--- src/rtl/scariv_lsu_pkg.sv ---
// Shared sizes and pointer/count types for the LSU issue queue and its controller.
package scariv_lsu_pkg;

  localparam int LSU_ISS_ENTRY_SIZE = 16;
  localparam int LSU_DISP_SIZE      = 2;
  localparam int LSU_IQ_PTR_W       = $clog2(LSU_ISS_ENTRY_SIZE);

  typedef logic [LSU_IQ_PTR_W-1:0] lsu_iq_ptr_t;
  typedef logic [LSU_IQ_PTR_W:0]   lsu_iq_cnt_t;

  // Lane index width; a single-lane dispatch still gets a 1-bit field.
  function automatic int lsu_lane_w(input int disp_size);
    return (disp_size > 1) ? $clog2(disp_size) : 1;
  endfunction

endpackage

--- src/rtl/scariv_lsu_age_picker.sv ---
// Age-ordered find-first: rotates the request vector so base lands at bit 0,
// finds the lowest set bit, and reports its distance from base.
module scariv_lsu_age_picker #(
  parameter  int N = 16,
  localparam int W = $clog2(N)
) (
  input  logic [N-1:0] req,
  input  logic [W-1:0] base,
  output logic         found,
  output logic [W-1:0] offset
);

  logic [2*N-1:0] dbl;
  logic [N-1:0]   rot;

  always_comb begin
    dbl    = {req, req} >> base;
    rot    = dbl[N-1:0];
    found  = 1'b0;
    offset = '0;
    for (int i = N - 1; i >= 0; i--) begin
      if (rot[i]) begin
        found  = 1'b1;
        offset = W'(i);
      end
    end
  end

endmodule

--- src/rtl/scariv_lsu_issue_ctrl.sv ---
// Queue-side controller of the LSU scheduler: in-order allocation, oldest-first
// single pick per cycle, and in-order retirement of up to DISP_SIZE done entries.
module scariv_lsu_issue_ctrl
  import scariv_lsu_pkg::*;
#(
  parameter  int ENTRY_SIZE = LSU_ISS_ENTRY_SIZE,
  parameter  int DISP_SIZE  = LSU_DISP_SIZE,
  localparam int PTR_W      = $clog2(ENTRY_SIZE),
  localparam int CNT_W      = PTR_W + 1,
  localparam int LANE_W     = lsu_lane_w(DISP_SIZE)
) (
  input  logic                               i_clk,
  input  logic                               i_reset_n,
  input  logic [DISP_SIZE-1:0]               i_disp_valid,
  output logic                               o_disp_ready,
  output logic [ENTRY_SIZE-1:0]              o_entry_put,
  output logic [ENTRY_SIZE-1:0][LANE_W-1:0]  o_entry_lane,
  input  logic [ENTRY_SIZE-1:0]              i_entry_valid,
  input  logic [ENTRY_SIZE-1:0]              i_entry_ready,
  input  logic [ENTRY_SIZE-1:0]              i_entry_done,
  output logic [ENTRY_SIZE-1:0]              o_entry_picked,
  output logic [ENTRY_SIZE-1:0]              o_entry_clear,
  output logic [ENTRY_SIZE-1:0]              o_entry_out_ptr_valid,
  output logic                               o_issue_valid,
  output logic [PTR_W-1:0]                   o_issue_idx,
  output logic [CNT_W-1:0]                   o_free_count
);

  logic [PTR_W-1:0]      r_in_ptr;
  logic [PTR_W-1:0]      r_out_ptr;
  logic [CNT_W-1:0]      r_count;

  logic                  accept;
  logic [CNT_W-1:0]      put_num;
  logic [PTR_W-1:0]      put_slot;
  logic [ENTRY_SIZE-1:0] pick_req;
  logic                  pick_found;
  logic [PTR_W-1:0]      pick_offset;
  logic [ENTRY_SIZE-1:0] ret_req;
  logic                  ret_found;
  logic [PTR_W-1:0]      ret_offset;
  logic [CNT_W-1:0]      run;
  logic [PTR_W-1:0]      clr_slot;

  // Dispatch handshake: a group is taken in any cycle where some lane of
  // i_disp_valid is high and o_disp_ready is high. Ready comes from registered
  // occupancy only, so dispatch may make valid depend on ready without a loop.
  assign o_free_count = CNT_W'(ENTRY_SIZE) - r_count;
  assign o_disp_ready = o_free_count >= CNT_W'(DISP_SIZE);
  assign accept       = (|i_disp_valid) & o_disp_ready;

  always_comb begin
    o_entry_put  = '0;
    o_entry_lane = '0;
    put_num      = '0;
    put_slot     = '0;
    for (int k = 0; k < DISP_SIZE; k++) begin
      if (accept && i_disp_valid[k]) begin
        put_slot               = r_in_ptr + PTR_W'(k);
        o_entry_put[put_slot]  = 1'b1;
        o_entry_lane[put_slot] = LANE_W'(k);
        put_num                = put_num + CNT_W'(1);
      end
    end
  end

  assign pick_req = i_entry_valid & i_entry_ready & ~o_entry_put;

  scariv_lsu_age_picker #(.N(ENTRY_SIZE)) u_pick (
    .req    (pick_req),
    .base   (r_out_ptr),
    .found  (pick_found),
    .offset (pick_offset)
  );

  assign o_issue_valid  = pick_found;
  assign o_issue_idx    = r_out_ptr + pick_offset;
  assign o_entry_picked = pick_found ? (ENTRY_SIZE'(1) << o_issue_idx) : '0;

  // The retire run ends at the first entry (from the head) that is not done,
  // so search for the first zero of valid&done.
  assign ret_req = ~(i_entry_valid & i_entry_done);

  scariv_lsu_age_picker #(.N(ENTRY_SIZE)) u_retire (
    .req    (ret_req),
    .base   (r_out_ptr),
    .found  (ret_found),
    .offset (ret_offset)
  );

  always_comb begin
    if (!ret_found || ({1'b0, ret_offset} >= CNT_W'(DISP_SIZE))) begin
      run = CNT_W'(DISP_SIZE);
    end else begin
      run = {1'b0, ret_offset};
    end
    o_entry_clear = '0;
    clr_slot      = '0;
    for (int k = 0; k < DISP_SIZE; k++) begin
      if (CNT_W'(k) < run) begin
        clr_slot                = r_out_ptr + PTR_W'(k);
        o_entry_clear[clr_slot] = 1'b1;
      end
    end
  end

  assign o_entry_out_ptr_valid = ENTRY_SIZE'(1) << r_out_ptr;

  always_ff @(posedge i_clk) begin
    if (!i_reset_n) begin
      r_in_ptr  <= '0;
      r_out_ptr <= '0;
      r_count   <= '0;
    end else begin
      r_in_ptr  <= r_in_ptr + put_num[PTR_W-1:0];
      r_out_ptr <= r_out_ptr + run[PTR_W-1:0];
      r_count   <= r_count + put_num - run;
    end
  end

  always @(posedge i_clk) begin
    if (i_reset_n) begin
      assert ((o_entry_put & i_entry_valid) == '0);
      assert (r_count <= CNT_W'(ENTRY_SIZE));
      assert ($onehot0(o_entry_picked));
    end
  end

endmodule

--- config.mk ---
export PLATFORM = sky130hd
export DESIGN_NAME = scariv_lsu_issue_ctrl
export DESIGN_NICKNAME = d
export VERILOG_FILES = /design/src/rtl/scariv_lsu_pkg.sv /design/src/rtl/scariv_lsu_age_picker.sv /design/src/rtl/scariv_lsu_issue_ctrl.sv
export SDC_FILE = /design/constraint.sdc
export NUM_CORES = 1
export LEC_CHECK = 0
export CORE_MARGIN = 8
export CORE_UTILIZATION = 40
export CTS_CLUSTER_SIZE = 14
export DETAILED_ROUTE_END_ITERATION = 7
export HOLD_SLACK_MARGIN = 0.06
export PLACE_DENSITY = 0.73
export SLEW_MARGIN = 20
export SYNTH_ARGS = -nofsm -noshare
export SYNTH_HDL_FRONTEND = slang
export SYNTH_SLANG_ARGS = --single-unit
--- constraint.sdc ---
create_clock -name i_clk -period 8.31 [get_ports i_clk]
set_clock_uncertainty 0.05 [all_clocks]
set_input_delay 0.831 -clock i_clk [delete_from_list [all_inputs] [get_ports i_clk]]
set_output_delay 0.831 -clock i_clk [all_outputs]
set_load 0.01 [all_outputs]
### Yosys cells after proc, flatten, opt, wreduce, memory -nomap -nowiden

Cells that the tools add are included.

* input port bits: 52
* word-level logic and storage cells: 126
* register bits: 13

* $add $sub $neg: 9
* reductions and logical operators: 9
* magnitude comparators: 12
* bitwise logic cells: 8
* shift-type cells: 4
* muxes and demuxes: 81

Operators by type and width (number)
* 2-to-1 mux 4 bit: 33
* 2-to-1 mux 16 bit: 6
* right shift 32 x 4 -> 16 bit: 2
* AND 16 bit: 3
* 2-to-1 mux 1 bit: 37
* inverter 16 bit: 2
* bitwise OR 16 bit: 2
* left shift 1 x 4 -> 16 bit (first input constant): 2
* < comparator 4 x 5 -> 1 bit (second input constant): 4
* demux 1 bit (select 4 bit): 4
* greater-or-equal comparator 4 x 1 -> 1 bit (second input constant): 4
* adder 4 bit: 3
* < comparator 1 x 5 -> 1 bit (first input constant): 2
* adder 4 x 1 -> 4 bit (second input constant): 2
* logical AND 1 bit: 6
* adder 5 bit: 1
* greater-or-equal comparator 5 x 2 -> 1 bit (second input constant): 1
* subtractor 5 bit: 1
* subtractor 5 bit (first input constant): 1
* greater-or-equal comparator 4 x 2 -> 1 bit (second input constant): 1
* adder 1 x 1 -> 2 bit (second input constant): 1
* 2-to-1 mux 2 bit: 1
* OR reduction 2 bit: 1
* AND 1 bit: 1
* 2 further kinds: 2

### Longest topological paths before layout

Gate-level depths: netlist of run 1.

* word-level depth: 29
* mapped depth: 22
* depth with buffers taken out: 19

### Modules after synthesis

From an unflattened synthesis of run 1, not the netlist that was laid out.

* cells, all modules: 512
* area total of the unflattened synthesis: 4241.6 um2

By module, submodules not included
* scariv_lsu_age_picker: cells an instance 110, times used 2, area an instance 1098.6 um2, seq. area each 0.0 um2
* scariv_lsu_issue_ctrl: cells an instance 292, times used 1, area an instance 2044.5 um2, seq. area each 260.2 um2

### Worst setup path before layout of run 1

Ideal clock, no wire load.

* kind: flip-flop to output port
* start: register r_count[0]
* end: output port o_entry_picked[10]
* path buffers: 2
* stages on the path, launching flop included: 21
* arrival time: 5437 ps
* required time: 7429 ps
* setup slack: 1992 ps
* cell sequence: dfxtp_1 > inv_1 > ha_1 > nor4bb_1 > or3_1 > buf_2 > buf_6 > a2111oi_2 > nor2_1 > mux4_2 > a211o_1 > o32ai_1 > nor2b_1 > o311ai_1 > a31oi_1 > ha_1 > a21o_1 > a21oi_1 > xor2_1 > nand3_2 > a21oi_2

* word-level cells in the longest chain between the ends: 29
* elaborated cells on any way between the ends: 46
* those cells by class: add/sub: 2; order compare: 1; shift: 2; mux: 35; bitwise: 4; reduce/logical: 2

RTL lines
* from (decl): line scariv_lsu_issue_ctrl.sv:31 `logic [CNT_W-1:0] r_count;`
* from (signal assigned): line scariv_lsu_issue_ctrl.sv:117 `r_count <= r_count + put_num - run;`
* subtractor 5 bit *: line scariv_lsu_issue_ctrl.sv:48 `assign o_free_count = CNT_W'(ENTRY_SIZE) - r_count;`
* greater-or-equal comparator 5 x 2 -> 1 bit *: line scariv_lsu_issue_ctrl.sv:49 `assign o_disp_ready = o_free_count >= CNT_W'(DISP_SIZE);`
* AND 1 bit *: line scariv_lsu_issue_ctrl.sv:50 `assign accept = (|i_disp_valid) & o_disp_ready;`
* logical AND 1 bit: line scariv_lsu_issue_ctrl.sv:58 `if (accept && i_disp_valid[k]) begin`
* 2-to-1 mux 16 bit: line scariv_lsu_issue_ctrl.sv:58
* bitwise OR 16 bit (no source line)
* 2-to-1 mux 16 bit *: line scariv_lsu_issue_ctrl.sv:58
* net o_entry_put[7]: line scariv_lsu_issue_ctrl.sv:16 `output logic [ENTRY_SIZE-1:0] o_entry_put,`
* inverter 16 bit *: line scariv_lsu_issue_ctrl.sv:67 `assign pick_req = i_entry_valid & i_entry_ready & ~o_entry_put;`
* AND 16 bit *: line scariv_lsu_issue_ctrl.sv:67
* right shift 32 x 4 -> 16 bit *: line scariv_lsu_age_picker.sv:17 `dbl = {req, req} >> base;`
* 2-to-1 mux 4 bit (16 in series): line scariv_lsu_age_picker.sv:22 `if (rot[i]) begin`
* adder 4 bit: line scariv_lsu_issue_ctrl.sv:77 `assign o_issue_idx = r_out_ptr + pick_offset;`
* left shift 1 x 4 -> 16 bit: line scariv_lsu_issue_ctrl.sv:78 `assign o_entry_picked = pick_found ? (ENTRY_SIZE'(1) << o_issue_idx) : '0;`
* 2-to-1 mux 16 bit *: line scariv_lsu_issue_ctrl.sv:78
* to (decl): line scariv_lsu_issue_ctrl.sv:21 `output logic [ENTRY_SIZE-1:0] o_entry_picked,`

Mark *: on every way through the listed nets, which the timed path passes. The rest lies on a longest branch.

### Worst setup path after layout of run 1

* start: register r_count[0]
* end: output port o_entry_picked[13]

* word-level cells in the longest chain between the ends: 29
* elaborated cells on any way between the ends: 46
* those cells by class: add/sub: 2; order compare: 1; shift: 2; mux: 35; bitwise: 4; reduce/logical: 2

RTL lines (line)
* subtractor 5 bit *: scariv_lsu_issue_ctrl.sv:48
* greater-or-equal comparator 5 x 2 -> 1 bit *: scariv_lsu_issue_ctrl.sv:49
* AND 1 bit *: scariv_lsu_issue_ctrl.sv:50
* logical AND 1 bit: scariv_lsu_issue_ctrl.sv:58
* 2-to-1 mux 16 bit: scariv_lsu_issue_ctrl.sv:58
* bitwise OR 16 bit (no source line)
* 2-to-1 mux 16 bit *: scariv_lsu_issue_ctrl.sv:58
* inverter 16 bit *: scariv_lsu_issue_ctrl.sv:67
* AND 16 bit *: scariv_lsu_issue_ctrl.sv:67
* right shift 32 x 4 -> 16 bit *: scariv_lsu_age_picker.sv:17
* 2-to-1 mux 4 bit (16 in series): scariv_lsu_age_picker.sv:22
* adder 4 bit: scariv_lsu_issue_ctrl.sv:77
* left shift 1 x 4 -> 16 bit: scariv_lsu_issue_ctrl.sv:78
* 2-to-1 mux 16 bit *: scariv_lsu_issue_ctrl.sv:78

Mark *: on every way between the ends. The rest lies on a longest branch, timed or not.

==> results.txt, run 1 <==
- Outcome: finished clean
- Final-stage net count: 716
- Largest net degree at the start of global routing: 38
- Full die area: 0.0133 mm^2
- Max-cap viol count: 0
- Distinct cell type count of the synthesized netlist: 72
* Post-Synthesis Cell Area: 0.00394 mm^2
- Number of vias in the routed layout: 4631
* Final period utilization: 90.7%
- Final Worst Setup Slack: 0.773 ns
- Number of H-tree levels: 1
* Number of enable flip-flop cells after synthesis: 0
- Wirelength per Cell: 19.5 um
- TritonCTS built the clock tree.
- The routed design could run at a clock period as short as 7.54 ns.
- RSZ-0062 raised after global routing: no
* Leading cell type in the layout, fill and taps excluded: sky130_fd_sc_hd__clkdlybuf4s50_1
- The first routing iteration left 407 violations.
- Before CTS, the worst setup slack after placement is 0.734 ns.
- Leakage power: 2.00 nW
- Overflow left after global routing: 0
- The number of pins with negative max-slew slack in the final report came to 0.
- After clock tree synthesis, the clock-pin slew on the worst setup and hold paths is 0.05 ns.
- Summing all placed instances gives a cell area of 0.00542 mm^2.
* Number of failing setup endpoints in the final timing report: 0
- Placement row count: 36
* Final weighted congestion of routability-driven global placement: 0.927
* Sum of negative setup slack: 0 ns
- Vias in the first global route: 4593
- The worst setup path is of the reg -> out kind.
* Flops & latches, synth: 13
- Post-route DRC violation count: 0
- Initial antenna violation count: 0
* Cell count after synthesis: 521
- For this configuration, the core starts out at a cell density of 40.7%.
* Async S/R FF share, synth: 0%
- Mean instance size in the synthesized netlist: 7.57 um^2
- The path class of the tightest hold or removal check is reg -> reg.
- From synthesis to final layout, the design area changed by 38.7%.
* Worst ir drop on vdd: 0.337 mV
- The endpoint identified for the worst register-to-register timing path is r_count[4].
- Worst Max-Slew Pin Slew: 0.873 ns
- End-of-flow core utilization: 56.5%
- After layout, the design draws a total of 1.82 mW.
- For this run, the number of Yosys warnings is 0.
- Clock latency reported for the late side of the worst-skew pair: 0.24 ns
- Launch point of the worst reg-to-reg path: r_count[0]
- During placement, the flow inserted port buffers numbering 142.
- The worst register-to-register path has a depth of 19.
* CTS root buf: sky130_fd_sc_hd__clkbuf_8
* Number of clock buffers inserted by TritonCTS: 3
* Hold buffer count at cts: 0
* Power density relative to cell area: 333 mW/mm^2
* Sink Count: 13
* Global Route Usage Sum: 21.9%
- The worst setup path is captured at a primary output.
- Sequential elements use 6.60% of the synthesized area.
- Setup slack on the worst reg-to-reg path comes out at 3.95 ns.
* Antenna diode instance count: 0
* Detail Route Antenna Nets: 0
- Once detailed placement completed, the half-perimeter wirelength came to 12.4 mm.
- Most frequent cells in the layout: sky130_fd_sc_hd__clkdlybuf4s50_1 (142), sky130_fd_sc_hd__nor2_1 (65), sky130_fd_sc_hd__nand2_1 (56)
- Highest fanout seen on the critical path: 15
- First-pass GRT wire length: 23.8 mm
- First-pass iteration count of the detailed router: 4
* Worst min-delay path endpoint: r_in_ptr[2]
* Worst-case headroom to the max-slew limit: 41.7%
- The number of hold violations in the final report is 0.
- Deepest clock path buffer count: 2
- The region available for standard cell placement spans 0.00968 mm^2.
- The worst setup path is launched from a flop.
* Via count normalized by instance count: 6.01
- In this run the most critical hold path is launched from r_in_ptr[2].
- Total Routed Length: 15.0 mm
- I/O pin count: 143
- STA puts the critical path data required time at 7.43 ns.
- Source of the critical timing path: r_count[0]
- Worst Hold Path Cells: 2
- From bottom edge to top edge, the die measures 115 um.
- Once layout is done, the placed cells without fillers occupy 0.00547 mm^2.
- Fraction of layout instances using a drive strength above 1: 11.3%
- Width of the die: 115 um
- Fmax: 0.133 GHz
* Arrival time at the worst endpoint: 6.66 ns
* Primary FF master, synth: sky130_fd_sc_hd__dfxtp_1
-- cell usage after synthesis (12+ instances only) --
cell,n,share of area [%]
sky130_fd_sc_hd__mux4_2,25,14
sky130_fd_sc_hd__inv_1,22,2.1
sky130_fd_sc_hd__nor2b_1,12,1.9
sky130_fd_sc_hd__a21oi_1,15,1.9
sky130_fd_sc_hd__a211oi_1,12,2.3
sky130_fd_sc_hd__nand3_1,20,2.5
sky130_fd_sc_hd__and2_1,24,3.8
sky130_fd_sc_hd__dfxtp_1,13,6.6
sky130_fd_sc_hd__ha_1,20,6.3
sky130_fd_sc_hd__nor3_1,17,2.2
sky130_fd_sc_hd__clkbuf_1,20,1.9
sky130_fd_sc_hd__nor2_1,65,6.2
sky130_fd_sc_hd__nand2_1,56,5.3
-- power breakdown --
part	internal, mW	switching, mW	total (mW)
clock	0.0338	0.0221	0.0559
sequential	0.0854	0.0464	0.132
combinational	0.735	0.900	1.64
total	0.855	0.968	1.82
-- flip-flops by register name, indices dropped and copies added, names as in the netlist --
signal	count
r_out_ptr	4
r_in_ptr	4
r_count	5
-- metal layers --
layer  wire (um)  up-vias  global-route usage (%)
met5           0        -                       0
met4         399        0                    6.57
met3        1320       28                    5.93
met2        7300      239                    37.4
met1        6000     2184                    26.2
li1            -     2180                       -
-- cell type report --
type	count	area, um^2
Clock buffer	4	45.0
Fill cell	911	4220
Inverter	24	90.1
Multi-Input combinational cell	450	3450
Sequential cell	13	262
Tap cell	133	166
Timing Repair Buffer	147	1460
-- worst max path at each step --
stage / end / slack [ns] / depth (start not counted)
after floorplan: o_entry_picked[10] / 1.99 / 20
after detailed placement: o_entry_picked[13] / 0.73 / 18
final: o_entry_picked[13] / 0.77 / 19
after CTS: o_entry_picked[13] / 0.53 / 19
after global placement: o_entry_picked[12] / 0.94 / 18
after global routing: o_entry_picked[15] / 0.25 / 19
-- critical path, stage by stage, from the launching register on --
cell	delay [ns]
sky130_fd_sc_hd__dfxtp_1	0.41
sky130_fd_sc_hd__inv_1	0.09
sky130_fd_sc_hd__ha_1	0.26
sky130_fd_sc_hd__nor4bb_1	0.18
sky130_fd_sc_hd__or3_1	0.72
sky130_fd_sc_hd__a2111oi_2	0.61
sky130_fd_sc_hd__nor2_1	0.14
sky130_fd_sc_hd__mux4_2	0.57
sky130_fd_sc_hd__a31oi_1	0.30
sky130_fd_sc_hd__o2bb2ai_1	0.21
sky130_fd_sc_hd__nor2b_1	0.17
sky130_fd_sc_hd__o311ai_1	0.11
sky130_fd_sc_hd__a31oi_1	0.31
sky130_fd_sc_hd__ha_1	0.29
sky130_fd_sc_hd__a21o_1	0.17
sky130_fd_sc_hd__a21oi_1	0.30
sky130_fd_sc_hd__xor2_2	0.43
sky130_fd_sc_hd__nand3_2	0.34
sky130_fd_sc_hd__a21oi_2	0.21
sky130_fd_sc_hd__clkdlybuf4s50_1	0.56
-- repair_timing --
action                     CTS  global route
buffers inserted             0             0
setup endpoints to repair    0             4
gates resized for setup      0             1
hold endpoints to repair     0             0
-- through the flow --
step | instances | hold slack [ns]
after floorplan | 522 | 0.505
after global placement | 767 | 0.603
after detailed placement | 767 | 0.606
after CTS | 771 | 0.620
after global routing | 771 | 0.682
final | 771 | 0.628
-- logic make-up after synthesis --
kind of cell,synth area share [%]
compound gates,27.3
fa+ha+maj,8.89
xor+xnor,2.89
buf+inv,6.28
flops,6.60
other cells,0.190
simple gates,31.2
mux,16.7
Note: power is estimated with default switching activity, not from simulation.
==> inputs of run 2 (changes only) <==
- GPL_TIMING_DRIVEN: unset -> 0
- TNS_END_PERCENT: unset -> 50
==> run 2 against run 1 <==
  * Setup slack worse by 0.29 ns
  * Die area stayed put
  * Flip-flop and latch count did not move
  * Non-clock buffer count increased by 30
  * Combinational power rose by 5%
  * Core utilization rose by 1.2 points
  * Clock power up 3%
  * Routed wire length is 9.2% higher
  * Global-route usage rose by 2.0 points
  * First-iteration DRC count stayed put
  * Critical path type is now in -> out
  * Largest cell class unchanged
==> results.txt, run 2 (synthesized netlist as in run 1, its figures left out) <==
* First-pass iteration count of the detailed router: 5 (+1)
* Power density relative to cell area: 341 mW/mm^2 (+2.2%)
- The largest registers in the layout are r_count x5, r_in_ptr x4, r_out_ptr x4.
- Antenna diode instance count: 0 (unchanged)
* Number of clock buffers inserted by TritonCTS: 3 (unchanged)
* Placement row count: 36 (unchanged)
- The post-detailed-route DRC marker count was 0 (unchanged).
- The number of hold violations in the final report is 0 (unchanged).
* Clock tree from TritonCTS: built
- The summed negative setup slack over all endpoints came to 0 ns (unchanged).
- The initial antenna violation count is 0 (unchanged).
* Highest fanout seen on the critical path: 10 (-5)
- The maximum number of pins on one net before global-route repair was 11 (-71%).
- Overflow left after global routing: 0 (unchanged)
- Fraction of layout instances using a drive strength above 1: 10.9% (-0.36 points)
* First-pass GRT wire length: 25.4 mm (+6.8%)
* DRC marker count from the first detailed-route iteration: 407 (unchanged)
- Final weighted congestion of routability-driven global placement: 1.04 (+13%)
- Final Power: 1.90 mW (+4.4%)
- I/O pin count: 143 (unchanged)
* End-of-flow core utilization: 57.7% (+1.2 points)
- Buf/Inv on CP: 2 (unchanged)
- Max reg flops: 5 (unchanged)
- Leaving out fill and tap cells, the most frequent cells in the layout are sky130_fd_sc_hd__clkdlybuf4s50_1 (142), sky130_fd_sc_hd__nor2_1 (65), sky130_fd_sc_hd__nand2_1 (56).
* Max stage delay on crit path: 0.60 ns (-0.12 ns)
- Via count normalized by instance count: 6.07 (+0.99%)
- The worst endpoint data arrival time is 6.95 ns (+0.29 ns).
- The critical path in this run is classified as in -> out.
- The via count of the first global-routing pass was 4906 (+6.8%).
* Final period utilization: 94.2% (+3.5 points)
- Leaving out fill and tap cells, the most frequent cell in the layout is sky130_fd_sc_hd__clkdlybuf4s50_1.
* Max-cap viol count: 0 (unchanged)
* Final-stage net count: 746 (+4.2%)
- Counting flops per register, the top entry is r_count.
- The min-delay analysis places its worst path in the category reg -> reg.
- The worst ir drop on vdd was 0.256 mV (-24%).
* Required time of the critical path: 7.43 ns (about the same)
- Deepest clock path buffer count: 2 (unchanged)
- Global Route Usage Sum: 23.9% (+2.0 points)
- The leakage power total is 2.04 nW (+2.1%).
- The flow ran to the end, and the final reports show no timing, DRC or antenna violations.
* Post CTS Setup Buffer Count: 0 (unchanged)
- The number of pins with negative max-slew slack in the final report is 0 (unchanged).
* Clock latency reported for the late side of the worst-skew pair: 0.24 ns (about the same)
- The number of port buffers is 142 (unchanged).
* Fill cells: 927 (+1.8%)
* Family of cells with the greatest summed delay on the critical path: compound AO/OA/AOI/OAI gates
- The number of vias in the routed layout is 4859 (+4.9%).
- From synthesis to final layout, the design area changed by 41.7%.
* Worst slack on hold paths: 0.580 ns (-0.0472 ns)
- Wirelength per Cell: 20.5 um (+5.1%)
- Sink Count: 13 (unchanged)
- Full die area: 0.0133 mm^2 (unchanged)
- The placed cell count came to 797 (+3.9%).
- The worst setup path is launched from an input port.
* Hold buffer count at cts: 0 (unchanged)
- The transition time at the pin with the least slew margin was 0.832 ns (-0.0411 ns).
* Worst-case headroom to the max-slew limit: 44.1% (+2.3 points)
- CTS root buf: sky130_fd_sc_hd__clkbuf_8
- Width of the die: 115 um (unchanged)
- The signal on the critical path passes through clkdlybuf4s50_1 > or3b_2 > o32ai_1 > a21boi_1 > nor2_1 > mux4_2 > a211o_1 > o32ai_1 > nor2b_1 > o311ai_1 > a31oi_1 > ha_1 > a21o_1 > a21oi_1 > xor2_2 > nand3_2 > a21oi_2 > clkdlybuf4s50_1.
- The clock transition at the register clock pins on the worst setup and hold paths after CTS is 0.06 ns (about the same).
* Die height: 115 um (unchanged)
* Floorplan core area: 0.00968 mm^2 (unchanged)
- The total length of routed wires was 16.4 mm (+9.2%).
* Half-perimeter wire length after placement: 13.8 mm (+11%)
- The maximum level of the CTS H-tree is 1 (unchanged).
- The initial core utilization is 40.7% (unchanged).
- The total setup violations reported at the end of the flow came to 0 (unchanged).
- The remaining antenna violation count after routing came to 0 (unchanged).
* Worst Setup End Kind: primary output
- The top achievable clock speed is 0.128 GHz (-3.8%).
* Slowest cell on crit path: sky130_fd_sc_hd__a21boi_1
- Post-layout minimum cycle time: 7.83 ns (+0.295 ns)
- RSZ-0062 raised after global routing: no
- Final cell count without fillers: 801 (+3.9%)
run 2: cell count changes in the layout (fill, tap and decap cells not counted), sizes merged:
cell    delta
clkbuf    +21
buf        +9
run 2: what timing repair did:
| action | 4_1_cts | 5_1_grt |
|---|---|---|
| endpoints found under the hold margin | 0 | 0 |
| setup endpoints to repair | 0 | 8 |
| gates resized for setup | 0 | 1 |
run 2: final cells by class:
cell class                      instances  area (um^2)  area share (%)
Buffer                                 35          158            2.82
Timing Repair Buffer                  142         1420            25.4
Sequential cell                        13          260            4.66
Clock buffer                            4         45.0           0.806
Inverter                               24         90.1            1.61
Multi-Input combinational cell        450         3450            61.7
Tap cell                              133          166            2.98
run 2: path summary, 6_finish.rpt:
| kind | depth (start not counted) | startpoint | endpoint | slack, ns |
|---|---|---|---|---|
| setup / recovery | 18 | i_disp_valid[0] | o_entry_picked[10] | 0.48 |
| hold / removal | 2 | r_in_ptr[0] | r_in_ptr[0] | 0.58 |
| setup reg to reg | 19 | r_out_ptr[0] | r_count[4] | 2.90 |
| hold reg to reg | 2 | r_in_ptr[0] | r_in_ptr[0] | 0.58 |
run 2: worst min-delay path, delay by kind of cell, from the launching register on:
kind,cells,cell delay [ns]
fa+ha+maj,1,0.13
flops,1,0.34
simple gates,1,0.12
run 2: routing by layer:
layer / global-route usage [%] / vias up / part of all wire [%] / wire length (um)
met1: 28.6 / 2315 / 39 / 6410
met4: 8.49 / 0 / 3.3 / 542
li1: - / 2237 / - / -
met5: 0 / - / 0 / 0
met2: 42.1 / 272 / 49 / 7980
met3: 4.04 / 35 / 8.9 / 1470
run 2: through the flow:
stage / setup slack [ns] / instance area (um^2)
after floorplan: 1.99 / 3950
after global placement: 0.506 / 5530
after detailed placement: 0.385 / 5530
after CTS: 0.360 / 5580
after global routing: 0.209 / 5590
final: 0.479 / 5590
run 2: power by group:
part / total [mW] / internal (mW) / switching (mW)
Clock: 0.0575 / 0.0339 / 0.0236
Combinational: 1.73 / 0.767 / 0.961
Sequential: 0.118 / 0.0852 / 0.0325
Total: 1.90 / 0.886 / 1.02
==> inputs of run 3 (changes only) <==
- CORE_UTILIZATION: 40 -> 47
- PLACE_DENSITY: 0.73 -> 0.84
==> run 3 against run 2 <==
  * Flip-flop and latch count did not move
  * Register-to-register slack barely moved
  * First-iteration DRC count rose by 13%
  * Sequential power barely moved
  * Total power rose by 0.37%
  * Largest power group unchanged
  * Highest routed layer unchanged
==> results.txt, run 3 (synthesized netlist as in run 1, its figures left out) <==
- Global Route Usage Sum: 27.7% (+3.8 points)
* Type of the worst setup path: in -> out
* Max-cap viol count: 0 (unchanged)
- Crit-path cells: clkdlybuf4s50_1 > or3b_2 > o32ai_1 > a21boi_1 > nor2_1 > mux4_2 > a211o_1 > o32ai_1 > nor2b_1 > o311ai_1 > a31oi_1 > ha_1 > a21o_1 > a21oi_1 > xor2_2 > nand3_2 > a21oi_2 > clkdlybuf4s50_1
- Among all stages on the critical path, the largest delay is contributed by sky130_fd_sc_hd__a21boi_1.
- Setup repair after global routing left no endpoint under its margin.
* Max reg flops: 5 (unchanged)
- Clk pin slew, worst setup/hold paths: 0.06 ns (about the same)
- The placement-stage worst setup slack was 0.442 ns (+0.0569 ns).
* Floorplan core area: 0.00818 mm^2 (-16%)
- The post-detailed-route DRC marker count was 0 (unchanged).
* Worst slack on hold paths: 0.559 ns (-0.0211 ns)
- The number of placement rows is 33 (-8.3%).
* Power density relative to cell area: 344 mW/mm^2 (+1.0%)
- The final clock period utilization by the worst path was 93.6% (-0.68 points).
* Post-layout instance area: 0.00555 mm^2 (-0.63%)
- First-pass GRT wire length: 25.8 mm (+1.7%)
- Buf/Inv on CP: 2 (unchanged)
* Outcome: finished clean
- Post CTS Setup Buffer Count: 0 (unchanged)
- The remaining antenna violation count after routing came to 0 (unchanged).
* Worst Max-Slew Pin Slew: 0.755 ns (-0.0768 ns)
* Die height: 108 um (-6.7%)
- Sort of element at the start of the critical path: input port
- The total chip power came to 1.91 mW (+0.37%).
- First-pass iteration count of the detailed router: 7 (+2)
- The area of the die is 0.0116 mm^2 (-13%).
- The peak per-stage delay on the critical path was 0.60 ns (about the same).
- Final weighted congestion of routability-driven global placement: 1.01 (-3.6%)
* Highest fanout seen on the critical path: 10 (unchanged)
- The number of hold violations in the final report is 0 (unchanged).
- r_count holds more flip-flops than any other register.
* Final-stage net count: 746 (unchanged)
* Initial antenna violation count: 0 (unchanged)
- Number of buffers added on ports: 142 (unchanged)
- The maximum level of the CTS H-tree was 1 (unchanged).
* Max Transition Viols Final: 0 (unchanged)
* Worst Setup End Kind: primary output
- Number of failing setup endpoints in the final timing report: 0 (unchanged)
- The initial detailed-routing violation count was 460 (+13%).
- Leading cell type in the layout, fill and taps excluded: sky130_fd_sc_hd__clkdlybuf4s50_1
- The initial core utilization was 48.2% (+7.5 points).
- Wirelength per Cell: 21.5 um (+5.0%)
- Via count normalized by instance count: 6.35 (+4.7%)
* Worst ir drop on vdd: 0.175 mV (-32%)
* Fill cells: 688 (-26%)
* Sink Count: 13 (unchanged)
* Antenna diode instance count: 0 (unchanged)
- The width of the die is 108 um (-6.7%).
- CTS root buf: sky130_fd_sc_hd__clkbuf_8
* Final Worst Setup Slack: 0.536 ns (+0.0568 ns)
* Class of the tightest hold or removal check: reg -> reg
* Half-perimeter wire length after placement: 13.8 mm (+0.32%)
* Synth-to-layout area growth: 40.8%
- TritonCTS built the clock tree.
- Fmax: 0.129 GHz (+0.73%)
- I/O pin count: 143 (unchanged)
- Family of cells with the greatest summed delay on the critical path: compound AO/OA/AOI/OAI gates
- The worst endpoint data arrival time was 6.89 ns (-0.06 ns).
- The summed negative setup slack over all endpoints is 0 ns (unchanged).
* Number of vias in the routed layout: 4909 (+1.0%)
- Number of clock buffers inserted by TritonCTS: 3 (unchanged)
* Most frequent cells in the layout: sky130_fd_sc_hd__clkdlybuf4s50_1 (142), sky130_fd_sc_hd__nor2_1 (65), sky130_fd_sc_hd__nand2_1 (56)
* Vias in the first global route: 4791 (-2.3%)
* Post-layout minimum cycle time: 7.77 ns (-0.0568 ns)
- The leakage power total was 2.04 nW (unchanged).
- Worst-case headroom to the max-slew limit: 48.7% (+4.6 points)
* Largest net degree at the start of global routing: 11 (unchanged)
* Total Routed Length: 16.6 mm (+1.3%)
* Regs by FF count: r_count x5, r_in_ptr x4, r_out_ptr x4
- The total grt overflow was 0 (unchanged).
- Required time of the critical path: 7.43 ns (about the same)
- Clock latency reported for the late side of the worst-skew pair: 0.25 ns (about the same)
* Fraction of layout instances using a drive strength above 1: 10.9% (unchanged)
- Instance area at placement: 0.00550 mm^2 (-0.63%)
- The maximum clock insertion buffer count came to 2 (unchanged).
## run 3: cell counts in the layout (fill, tap and decap cells not counted)
Identical to the previous run, type by type.
## run 3: where the power goes
part / internal, mW / total, mW / switching [mW]
logic: 0.767 / 1.73 / 0.966
registers: 0.0852 / 0.117 / 0.0321
clock network: 0.0340 / 0.0594 / 0.0254
total: 0.886 / 1.91 / 1.02
## run 3: layout make-up
cell class              instances  area (um^2)  area share, %
plain buffers                  35          158           2.84
clock buffers                   4         45.0          0.811
inverters                      24         90.1           1.62
multi-input cells             450         3450           62.1
flip-flops and latches         13          260           4.69
well taps                     105          131           2.37
repair buffers                142         1420           25.6
## run 3: through the flow
step           std cells  utilization (%)
2_1_floorplan        522                -
3_3_place_gp         769             67.3
3_5_place_dp         769             67.3
4_1_cts              773             67.8
5_1_grt              773             67.9
6_report             773             67.9
## run 3: per-layer routing
layer  GRT usage, %  part of all wire, %
met1           34.6                   41
met2           47.4                   49
met3           4.91                  8.0
met4           7.73                  2.0
met5              0                    0
## run 3: worst reg2reg max path: cells and delay by family (launching register included)
family | cells | cell delay (ns)
AND/OR/NAND/NOR | 4 | 0.73
AO/OA/AOI/OAI | 2 | 0.17
flip-flops | 1 | 0.33
XOR/XNOR | 1 | 0.13
multiplexers | 2 | 0.87
buffers and inverters | 8 | 2.05
adder cells (fa/ha/maj) | 2 | 0.99
## run 3: worst paths after layout
path	from	endpoint	slack, ns	cells past startpoint
setup reg to reg	r_out_ptr[0]	r_count[4]	2.90	19
hold reg to reg	r_in_ptr[0]	r_in_ptr[0]	0.56	2
hold / removal	r_in_ptr[0]	r_in_ptr[0]	0.56	2
setup / recovery	i_disp_valid[0]	o_entry_picked[14]	0.54	18
## run 3: timing repair
item / CTS / global route
hold buffers: 0 / 0
endpoints found under the setup margin: 0 / 4
resized for setup: 0 / 1
hold endpoints to repair: 0 / 0
==> edit 1, RTL diff (flow settings as in run 1) <==
`LSU_DISP_SIZE`: 2 -> 8.
--- a/src/rtl/scariv_lsu_pkg.sv
+++ b/src/rtl/scariv_lsu_pkg.sv
@@ -2,7 +2,7 @@
 package scariv_lsu_pkg;
 
   localparam int LSU_ISS_ENTRY_SIZE = 16;
-  localparam int LSU_DISP_SIZE      = 2;
+  localparam int LSU_DISP_SIZE      = 8;
   localparam int LSU_IQ_PTR_W       = $clog2(LSU_ISS_ENTRY_SIZE);
 
   typedef logic [LSU_IQ_PTR_W-1:0] lsu_iq_ptr_t;
Interface: changed (resized i_disp_valid and o_entry_lane); port bits go from 143 to 181. The function was not compared with the original's and may differ.
==> edit 1 against run 1 <==
  * Largest power group unchanged
  * Highest routed layer unchanged
  * Worst setup slack got worse by 0.13 ns
  * Clock power rose by 65%
  * Combinational power rose to 3.0 times the old value
  * Total power rose to 2.8 times the old value
  * Critical endpoint is now o_entry_picked[12]
  * Die area rose by 78%
  * Critical path type is now input pin to output pin
  * Routed wire length rose by 120%
  * Register-to-register slack got worse by 2.9 ns
  * Via count rose by 110%
  * Count of clock-buffer cells in the layout fell by 1
  * Synthesized area rose by 93%
  * Largest cell class unchanged
  * Cell area rose by 75%
  * Sequential cell count did not move
  * The flow now finishes with violations (design-rule violations)
==> edit 1: results <==
metrics = {
    "synthesis": {
        "synth_nets": 1222,
        "synth_flop_cell": "dfxtp_1",
        "yosys_warnings": 0,
        "synthTopCellsByCount": "nor2_1 (130), nand2_1 (121), a21oi_1 (56)",
        "synth.distinct_cells": 112,
        "yosysSeqAreaShare": 0.0342,
        "synth.area.top_cells": "nor2_1 (6.4%), ha_1 (6.3%), nand2_1 (6.0%)",
        "yosys.area.top_type": "nor2_1",
        "synthArstFlopShare": 0,
    },
    "grt": {
        "grt_pass1_wl_mm": 50.3,
        "grt_max_degree": 77,
        "grt_pass1_vias": 8842,
        "antenna_found_initial": 2,
        "grt_usage": 0.260,
    },
    "final_layout": {
        "drive_above_1_share": 0.0841,
        "nNetsFinal": 1340,
        "reg_top3": "r_count: 5 flops, r_in_ptr: 4 flops, r_out_ptr: 4 flops",
        "fillers": 1846,
    },
    "clocking": {
        "clockBufferDepth": 2,
        "cts_setup_buffers": 0,
        "htree_levels": 1,
        "numCtsBuffers": 3,
        "clkSlewWorstSetupHoldPaths_ns": 0.04,
        "clk_latency_ns": 0.25,
        "cts_resized": 0,
        "cts-root-buf": "clkbuf_16",
    },
    "worst_setup_path": {
        "worst_ep_arrival_time_ns": 6.78,
        "crit_path_max_fanout": 13,
    },
    "placed_design": {
        "place_area_um2": 9490,
        "io_buffers": 180,
        "dp_hpwl_mm": 25.7,
        "place_ws_ns": 0.838,
        "place_congestion": 0.980,
    },
    "sta": {
        "setup-violations-final": 0,
        "slew_headroom": 0.352,
    },
    "worst_hold_path": {
        "hold_class": "flip-flop to flip-flop",
    },
    "power_and_ir_drop": {
        "peakVddDrop_v": 0.000853,
        "p_leak_uw": 0.00346,
    },
    "run_status": {
        "outcome": "finished, violations left",
        "violations": "design-rule violations",
    },
    "drt": {
        "drc": 2,
        "initialDrtViolationCount": 1273,
        "vias": 9571,
        "drtPass1Iterations": 8,
        "wl_per_cell_um": 22.2,
    },
}
## edit 1: cell type report
cell class | instances | area [µm²] | share of cell area
diodes | 2 | 5.00 | 0.000523
clock buffers | 3 | 75.1 | 0.00784
clock inverters | 1 | 5.00 | 0.000523
inverters | 44 | 170 | 0.0178
multi-input cells | 971 | 6780 | 0.708
flip-flops and latches | 13 | 265 | 0.0277
well taps | 234 | 293 | 0.0306
repair buffers | 204 | 1980 | 0.207
## edit 1: metrics by stage
step / std cells / hold slack (ns)
after floorplan: 1119 / 0.502
after global placement: 1466 / 0.677
after detailed placement: 1466 / 0.689
after CTS: 1470 / 0.706
after global routing: 1472 / 0.742
final: 1472 / 0.687
## edit 1: critical path: stages
cell	delay, ns
clkdlybuf4s50_1	0.83
nor4b_1	0.84
o21ai_0	0.48
a31oi_1	0.42
o22a_1	0.30
and2_1	0.15
a31oi_1	0.08
a21o_1	0.24
and4_1	0.17
o41ai_1	0.38
nand3_1	0.12
o211a_1	0.12
ha_1	0.19
a21o_1	0.15
a21oi_1	0.17
xnor2_1	0.25
mux2_4	0.39
nor2_1	0.12
clkdlybuf4s50_1	0.56
## edit 1: path summary, 6_finish.rpt
path,end,cells after the start,slack [ns],start
setup / recovery,o_entry_picked[12],19,0.64,i_disp_valid[7]
hold / removal,r_count[0],2,0.69,r_count[0]
setup reg to reg,r_count[4],31,1.01,r_count[0]
hold reg to reg,r_count[0],2,0.69,r_count[0]
## edit 1: where the power goes
group | total, µW | leakage [µW] | switching (µW) | internal [µW]
clock | 92.5 | 0.0000409 | 28.4 | 64.1
combinational | 4960 | 0.00331 | 2780 | 2190
sequential | 134 | 0.000109 | 30.0 | 104
total | 5190 | 0.00346 | 2830 | 2350
## edit 1: routing by layer
| layer | track usage | part of all wire |
|---|---|---|
| met1 | 0.347 | 0.42 |
| met3 | 0.0507 | 0.099 |
| met5 | 0 | 0 |
| met2 | 0.410 | 0.45 |
| met4 | 0.0957 | 0.036 |
## edit 1: cell families (layout without fill, tap and decap cells)
| kind of cell | Yosys count | count (layout) | synth area share |
|---|---|---|---|
| AND/OR/NAND/NOR | 510 | 510 | 0.342 |
| AO/OA/AOI/OAI | 321 | 321 | 0.320 |
| buffers and inverters | 135 | 252 | 0.0747 |
| XOR/XNOR | 50 | 50 | 0.0615 |
| adder cells (fa/ha/maj) | 45 | 45 | 0.0809 |
| multiplexers | 45 | 45 | 0.0872 |
| flip-flops | 13 | 13 | 0.0342 |
| other | 0 | 2 | 0 |
==> edit 2, RTL diff (config.mk and constraints of run 1) <==
Made on the original files. Make the reset (`i_reset_n`) asynchronous in one clocked block.
--- a/src/rtl/scariv_lsu_issue_ctrl.sv
+++ b/src/rtl/scariv_lsu_issue_ctrl.sv
@@ -106,7 +106,7 @@
 
   assign o_entry_out_ptr_valid = ENTRY_SIZE'(1) << r_out_ptr;
 
-  always_ff @(posedge i_clk) begin
+  always_ff @(posedge i_clk or negedge i_reset_n) begin
     if (!i_reset_n) begin
       r_in_ptr  <= '0;
       r_out_ptr <= '0;
Behaviour: differs if i_reset_n is asserted again (counterexample within 4 cycles, from zero or initial values and one cycle with i_reset_n low); with i_reset_n held inactive, the same outputs for 4 cycles.
==> edit 2 against run 1 <==
  * Global-route usage is 1.2 points higher
  * Routed wire length is 6.5% higher
  * Core utilization is 0.62 points higher
  * Highest routed layer unchanged
  * Total power is 67% higher
  * Sequential cell count stayed put
  * Critical endpoint is now o_entry_picked[10]
  * Synthesized area is 2.2% higher
  * Critical path type unchanged
  * Worst setup slack worse by 0.27 ns
  * Cell area is 2.0% higher
==> edit 2: results <==
metrics = {
    "run_status": {
        "outcome": "finished, final reports clean",
    },
    "placed_design": {
        "place_congestion": 0.973,
        "dp.cells": 801,
        "place_area_um2": 5530,
        "dp_hpwl_mm": 13.0,
    },
    "worst_setup_path": {
        "slowest_delay_ns": 0.74,
        "slowest_stage": "a211oi_4",
        "r2r-end": "r_count[4]",
        "r2r_start": "r_out_ptr[0]",
        "worst_ep_arrival_time_ns": 6.92,
        "crit_path_max_fanout": 14,
        "reg2reg_depth": 14,
    },
    "synthesis": {
        "yosysSeqAreaShare": 0.0807,
        "synth_flop_cell": "dfrtp_1",
    },
    "power_and_ir_drop": {
        "internal_power_uw": 1390,
        "p_leak_uw": 0.00205,
        "peakVddDrop_v": 0.000511,
    },
    "worst_hold_path": {
        "min_from": "r_in_ptr[3]",
    },
    "grt": {
        "grt_pass1_wl_mm": 25.0,
        "grt_pass1_vias": 4839,
    },
    "sta": {
        "fmaxAchievable_mhz": 128,
        "hold_ws_ns": 0.553,
        "worst_pin_slew_ns": 0.944,
    },
    "final_layout": {
        "drive_above_1_share": 0.109,
        "fillers": 955,
        "nNetsFinal": 750,
    },
    "drt": {
        "initialDrtViolationCount": 536,
        "vias": 4933,
        "wl_per_cell_um": 19.9,
    },
}
-- edit 2: cell type report --
type,instances,area share
clock buffers,4,0.00807
inverters,23,0.0155
multi-input cells,482,0.623
flip-flops and latches,13,0.0583
well taps,133,0.0298
repair buffers,150,0.266
-- edit 2: cell families after synthesis --
family	synth area share
and+or+nand+nor	0.302
AOI/OAI and AO/OA	0.232
buffers and inverters	0.0581
muxes	0.206
adders and majority gates	0.0869
xor gates and xnor gates	0.0326
DFF	0.0807
other	0.00186
-- edit 2: worst register-to-register path: cells and delay by family, from the launching register on --
family,cells,cell delay (ns)
xor+xnor,1,0.12
simple gates,1,0.32
flops,1,0.32
fa+ha+maj,2,0.98
mux,2,1.07
compound gates,2,0.19
buf+inv,6,1.73
-- edit 2: layer usage --
metal,share of wire,vias up,GRT usage,wire length (µm)
li1,-,2285,-,-
met1,0.41,2303,0.290,6490
met2,0.45,318,0.384,7220
met3,0.12,27,0.0553,1930
met4,0.022,0,0.0743,352
met5,0,-,0,0
-- edit 2: worst max path at each step --
stage               start            endpoint  depth (start not counted)
3_5_place_dp   r_count[3]  o_entry_picked[10]                         19
2_1_floorplan  r_count[3]  o_entry_picked[10]                         19
4_1_cts        r_count[3]  o_entry_picked[10]                         19
6_report       r_count[3]  o_entry_picked[10]                         19
5_1_grt        r_count[3]  o_entry_picked[10]                         19
3_3_place_gp   r_count[3]  o_entry_picked[10]                         19
-- edit 2: power groups by stage --
| stage | Clock (µW) | Combinational (µW) | Sequential, µW |
|---|---|---|---|
| 5_1_grt | 63.1 | 3090 | 163 |
| 2_1_floorplan | 0 | 1860 | 139 |
| 3_3_place_gp | 0 | 2750 | 151 |
| 6_report | 58.5 | 2830 | 155 |
| 3_5_place_dp | 0 | 2810 | 155 |
| 4_1_cts | 59.9 | 2820 | 155 |
